[config.mk]
export PLATFORM = sky130hd
export DESIGN_NAME = demux1to8_b32_buf
export DESIGN_NICKNAME = d
export VERILOG_FILES = /design/src/rtl/demux1to8_b32_buf.sv
export SDC_FILE = /design/constraint.sdc
export NUM_CORES = 1
export LEC_CHECK = 0
export BUFFER_PORTS_ARGS = -buffer_cell sky130_fd_sc_hd__buf_2
export CAP_MARGIN = 30
export CORE_ASPECT_RATIO = 1.2
export CORE_MARGIN = 3
export CORE_UTILIZATION = 31
export CTS_CLUSTER_SIZE = 30
export DETAILED_ROUTE_END_ITERATION = 16
export GPL_ROUTABILITY_DRIVEN = 0
export PLACE_DENSITY = 0.52
export SYNTH_ARGS = -nofsm -noshare
export SYNTH_HDL_FRONTEND = slang
export SYNTH_SLANG_ARGS = --single-unit
[constraint.sdc]
create_clock -name clk -period 3.4 [get_ports clk]
set_input_delay 0.34 -clock clk [delete_from_list [all_inputs] [get_ports clk]]
set_output_delay 0.34 -clock clk [all_outputs]
set_load 0.005 [all_outputs]
[src/rtl/demux1to8_b32_buf.sv]
// One-to-eight word demux with a 1-deep holding register per lane.
// The destination lane comes from an explicit index or from a round-robin pointer.
module demux1to8_b32_buf #(
    parameter int unsigned WIDTH = 32
) (
    input  logic                 clk,
    input  logic                 rst_n,
    input  logic                 in_valid_i,
    output logic                 in_ready_o,
    input  logic [2:0]           in_sel_i,
    input  logic [WIDTH-1:0]     in_data_i,
    input  logic                 auto_en_i,
    input  logic                 clr_ptr_i,
    output logic [2:0]           ptr_o,
    output logic [7:0]           out_valid_o,
    output logic [8*WIDTH-1:0]   out_data_o,
    input  logic [7:0]           out_ack_i,
    output logic                 all_full_o
);

    localparam int unsigned LANES = 8;
    localparam int unsigned PW    = 3;

    logic [LANES-1:0] valid_q, valid_d;
    logic [WIDTH-1:0] data_q [LANES];
    logic [WIDTH-1:0] data_d [LANES];
    logic [PW-1:0]    ptr_q, ptr_d;
    logic [PW-1:0]    tgt;
    logic             accept;

    // Ready is a function of the target lane only, never of in_valid_i.
    always_comb begin
        tgt        = auto_en_i ? ptr_q : in_sel_i;
        in_ready_o = ~valid_q[tgt] | out_ack_i[tgt];
        accept     = in_valid_i & in_ready_o;
    end

    // Acks drain lanes; an accept reloads its target even when that lane is acked this cycle.
    always_comb begin
        valid_d = valid_q & ~out_ack_i;
        for (int unsigned k = 0; k < LANES; k++) begin
            data_d[k] = data_q[k];
        end
        ptr_d = ptr_q;
        if (accept) begin
            valid_d[tgt] = 1'b1;
            data_d[tgt]  = in_data_i;
        end
        if (clr_ptr_i) begin
            ptr_d = '0;
        end else if (accept && auto_en_i) begin
            ptr_d = ptr_q + PW'(1);
        end
    end

    always_ff @(posedge clk or negedge rst_n) begin
        if (!rst_n) begin
            valid_q <= '0;
            ptr_q   <= '0;
            for (int unsigned k = 0; k < LANES; k++) begin
                data_q[k] <= '0;
            end
        end else begin
            valid_q <= valid_d;
            ptr_q   <= ptr_d;
            for (int unsigned k = 0; k < LANES; k++) begin
                data_q[k] <= data_d[k];
            end
        end
    end

    always_comb begin
        for (int unsigned k = 0; k < LANES; k++) begin
            out_data_o[WIDTH*k +: WIDTH] = data_q[k];
        end
    end

    assign out_valid_o = valid_q;
    assign ptr_o       = ptr_q;
    assign all_full_o  = &valid_q;

endmodule

Word level (Yosys, flattened, before mapping)
Index checks and enable logic that the tools add are counted.
- bits in registers: 267
- bits of input ports: 48
- output and inout bits: 269
- word-level logic and storage cells: 40
- $add $sub $neg: 1
- $lt $le $gt $ge: 4
- muxes and demuxes: 13
- bitwise operators: 7
- reductions and logical operators: 5
- operator list (kind ; count):
    256-bit bitwise mux ; 1
    32-bit demux with 3-bit select ; 1
    32-bit 2-to-1 mux ; 1
    3-bit 2-to-1 mux ; 3
    8-bit AND ; 1
    8-bit 2-to-1 mux ; 1
    8-bit inverter ; 1
    8-bit bitwise OR ; 1
    8-bit AND reduction ; 1
    1-bit binary-select mux with 3-bit select ; 2
    4-bit >= comparator (second input constant) ; 1
    3-bit by 4-bit less-than comparator with 1-bit output (second input constant) ; 1
    4-bit by 1-bit less-than comparator with 1-bit output (second input constant) ; 1
    3-bit inverter with 4-bit output ; 1
    3-bit by 1-bit adder with 3-bit output (second input constant) ; 1
    1-bit demux with 3-bit select ; 1
    3-bit by 1-bit >= comparator with 1-bit output (second input constant) ; 1
    1-bit logical AND ; 3
    1-bit 2-to-1 mux ; 3
    2-bit nonzero test ; 1
    1-bit AND ; 1
    1-bit inverter ; 1
    1-bit bitwise OR ; 1

Depth between registers and ports, before layout
- depth after elaboration: 9
- mapped depth: 9
- mapped depth without buffers: 6

Worst setup path after synthesis
OpenSTA, ideal clock, no wires.
- path type: input to register
- start point: input auto_en_i
- end point: register data_q (netlist bit out_data_o[162])
- arrival: 2438 ps
- data required time: 3275 ps
- path slack: 837 ps
- cell stages on the path: 8
- buffers on the path: 2
- path through: buf_6 > mux2_4 > mux4_2 > nand2_2 > nand2b_4 > a211oi_2 > buf_6 > mux2_2
- longest elaborated chain between the ends: 7
- elaborated cells on any way between the ends: 15
- classes of those cells: order compare: 2; mux: 8; bitwise: 4; reduce/logical: 1
- ends and longest elaborated chain (what ; line ; source):
    from (decl) ; 12 ; input logic auto_en_i,
    3-bit 2-to-1 mux (*) ; 33 ; tgt = auto_en_i ? ptr_q : in_sel_i;
    3-bit inverter with 4-bit output (implied by the code) ; 47 ; data_d[tgt] = in_data_i;
    4-bit >= comparator (implied by the code) or 4-bit by 1-bit less-than comparator with 1-bit output (tied branches) ; 47 ;
    1-bit logical AND (implied by the code) ; 47 ;
    32-bit 2-to-1 mux (implied by the code) ; 47 ;
    32-bit demux with 3-bit select ; 47 ;
    256-bit bitwise mux ; 47 ;
    to (signal, indexed assignment) ; 67 ; data_q[k] <= data_d[k];
    to (decl) ; 25 ; logic [WIDTH-1:0] data_q [LANES];
Mark *: on every way between the ends. The rest lies on a longest branch, timed or not. The select of a mux whose other input is x is not followed.
A chain may end at the register's enable or synchronous reset.

Worst setup path after layout
- start point: register ptr_q[1] (netlist: ptr_o[1])
- end point: output in_ready_o
- longest elaborated chain between the ends: 5
- elaborated cells on any way between the ends: 7
- classes of those cells: mux: 5; bitwise: 2
- ends and longest elaborated chain (what ; line ; source):
    from (decl) ; 27 ; logic [PW-1:0] ptr_q, ptr_d;
    from (signal assigned) ; 65 ; ptr_q <= ptr_d;
    3-bit 2-to-1 mux (*) ; 33 ;
    1-bit binary-select mux with 3-bit select ; 34 ; in_ready_o = ~valid_q[tgt] | out_ack_i[tgt];
    1-bit 2-to-1 mux (implied by the code) ; 34 ;
    1-bit inverter ; 34 ;
    1-bit bitwise OR (*) ; 34 ;
    to (decl) ; 9 ; output logic in_ready_o,
Marked as above.

==> impl_metrics.py <==
metrics = {
    "run_status": {
        "run_status": "completed",
    },
    "power_and_ir_drop": {
        "ir_worst_vdd_mv": 0.403,
        "p_leak_nw": 6.76,
        "power.density_nw_per_um2": 763,
        "fin_total_pwr_w": 0.0104,
    },
    "global_route": {
        "grt_max_degree": 109,
        "grt_pass1_wl_um": 43800,
        "antenna_found_initial": 0,
        "track_usage": 0.156,
        "grt.overflow.total": 0,
        "grt_pass1_vias": 6959,
    },
    "critical_path": {
        "r2r_end": "out_data_o[219]",
        "reg2reg_depth": 7,
        "reg2reg_slack_ns": 0.52,
        "crit_fanout": 6,
        "critPathCaptureType": "output port",
        "start_kind": "flop",
        "path_class": "reg -> out",
        "regToRegStartpoint": "ptr_o[1]",
        "crit_required_ns": 3.06,
        "worstPathArrival_ns": 2.63,
    },
    "yosys": {
        "synth_warnings": 0,
        "synth_edf_count": 0,
        "synthCells": 625,
        "ys_async_sr_fraction": 1.00,
        "synth_top_cell_area_share": 0.640,
        "ys.flop_type": "dfrtp_1",
        "synth_top_area_cell": "dfrtp_1",
        "synthTopCellsByArea": "dfrtp_1 (64%), mux2_2 (25%), mux2_4 (4.5%)",
        "syn_area_sq_um": 10400,
        "synth-seq-cells": 267,
        "synth-seq-area-share": 0.640,
        "syn-num-nets": 674,
        "syn_area_per_cell_sq_um": 16.7,
        "yosysUniqueCellTypes": 35,
    },
    "die": {
        "die_y_um": 207,
        "rows": 72,
        "core_area_sq_um": 32700,
        "ios": 317,
        "initial_core_util": 0.319,
        "dieArea_sq_um": 35900,
        "fp.dieW_um": 173,
    },
    "clocking": {
        "clock_sinks": 267,
        "clk_pin_slew_ns": 0.06,
        "cts_buffer_depth": 3,
        "clock_latency_ns": 0.54,
        "htree_levels": 1,
        "cts_tree": "done",
        "cts_buffers": 29,
        "cts_root_buf": "clkbuf_16",
    },
    "finish": {
        "fillers": 3102,
        "nNetsFinal": 1013,
        "final_cells": 1430,
        "diodes": 0,
        "multi_input_area_sq_um": 3520,
        "utilization": 0.417,
        "ff_latch_area_sq_um": 6680,
        "drive_gt1_frac": 0.665,
        "area_growth_pct": 30.8,
    },
    "job": {
        "maxCapViolCount": 0,
    },
    "drt": {
        "ant_nets": 0,
        "drt_iter0_markers": 192,
        "drc": 0,
        "routed_wl_um": 29000,
        "wl_per_cell_um": 20.3,
        "dr.pass1.iters": 4,
        "vias": 6548,
        "drt-vias-per-instance": 4.58,
    },
    "sta": {
        "tightest_slew_ns": 0.861,
        "timing.final.ws_setup_ns": 0.427,
        "period_share": 0.874,
        "period_minus_slack_ns": 2.97,
        "skew_ns": 0.0122,
        "relSlewSlack": 0.426,
        "setup_violations": 0,
        "fmax_mhz": 336,
        "finalHoldViolations": 0,
        "drv_slew": 0,
        "rsz0062_at_grt": "false",
        "tns_ns": 0,
    },
    "placed_design": {
        "place_ws_ns": 0.346,
        "post-place-cells": 1374,
        "io_buffers": 316,
        "post-dp-hpwl_um": 20200,
    },
    "worst_hold_path": {
        "hold_end": "out_valid_o[5]",
        "min_from": "out_ack_i[5]",
        "hp-class": "in -> reg",
        "holdPathStages": 3,
    },
}
worst max-delay path by stage:
stage	startpoint	end	cells past startpoint
after floorplan	auto_en_i	out_data_o[162]	8
after global placement	auto_en_i	out_data_o[63]	8
after detailed placement	auto_en_i	out_data_o[219]	8
after CTS	ptr_o[1]	in_ready_o	6
after global routing	ptr_o[1]	in_ready_o	6
final	ptr_o[1]	in_ready_o	6
cells in the final DEF, fill, tap and decap left out, drive strengths merged, types with 3 or more instances in the layout:
master / count
buf: 335
dfrtp: 267
mux2: 259
clkbuf: 41
inv: 10
nand2: 8
clkinv: 8
a21o: 7
mux2i: 5
nor2: 5
a21oi: 5
and2: 4
o211a: 3
dlygate4sd3: 3
a211oi: 3
registers in the layout, summed over array words and instances (netlist names):
name	cells
ptr_o	3
out_data_o	256
out_valid_o	8
critical path, cell delays in order (launching register included):
cell and delay, ns:
dfrtp_1 0.43, mux2i_1 0.46, a211oi_1 0.09, a211o_1 0.30
nor3_2 0.51, nand2b_1 0.13, buf_2 0.17
Yosys cell counts, types with 2 or more instances:
cell      number
and2_1         3
a21oi_2        2
o21ai_0        2
dfrtp_1      267
o211a_1        3
mux2i_1        5
or3_1          2
buf_2         19
a21oi_1        3
mux2_4        31
nand4_1        2
mux2_2       228
nand2_1        7
inv_1          9
nor2_1         5
a21o_1         7
a211oi_1       2
buf_6         11
cell type report:
type	count	share of cell area
sequential	267	0.490
multi-input combinational	319	0.258
timing repair buffer	338	0.138
clock buffer	41	0.0616
tap	444	0.0407
clock inverter	12	0.00880
inverter	9	0.00248
repair_timing:
item	CTS	global route
resized for setup	0	0
buffers inserted	0	0
endpoints found under the hold margin	106	0
hold buffers	3	0
layer usage:
metal / share of wire / vias to the layer above / wire (um) / global-route usage
met4: 0.016 / 0 / 450 / 0.0345
met5: 0 / - / 0 / 0
met2: 0.48 / 223 / 13900 / 0.263
met3: 0.085 / 27 / 2460 / 0.0525
li1: - / 2904 / - / -
met1: 0.42 / 3394 / 12200 / 0.197
report_power, final:
part           internal [W]  leakage [nW]  switching [W]  total, W
registers           0.00416          3.28       0.000491   0.00465
logic               0.00151          3.00        0.00110   0.00261
clock network       0.00187         0.478        0.00129   0.00316
cell families after synthesis:
group           after synthesis  share of synthesized area
buf+inv                      39                     0.0242
mux                         266                      0.300
simple gates                 27                     0.0149
compound gates               24                     0.0183
xor+xnor                      1                   0.000840
flops                       267                      0.640
fa+ha+maj                     1                    0.00120
per-stage QoR:
stage / instance area (sq um) / hold WS, ns
3_3_place_gp: 12700 / 0.481
2_1_floorplan: 10400 / 0.0444
4_1_cts: 13600 / 0.0586
3_5_place_dp: 12700 / 0.474
5_1_grt: 13600 / 0.0690
6_report: 13600 / 0.0893
(Power assumes the default switching activity.)
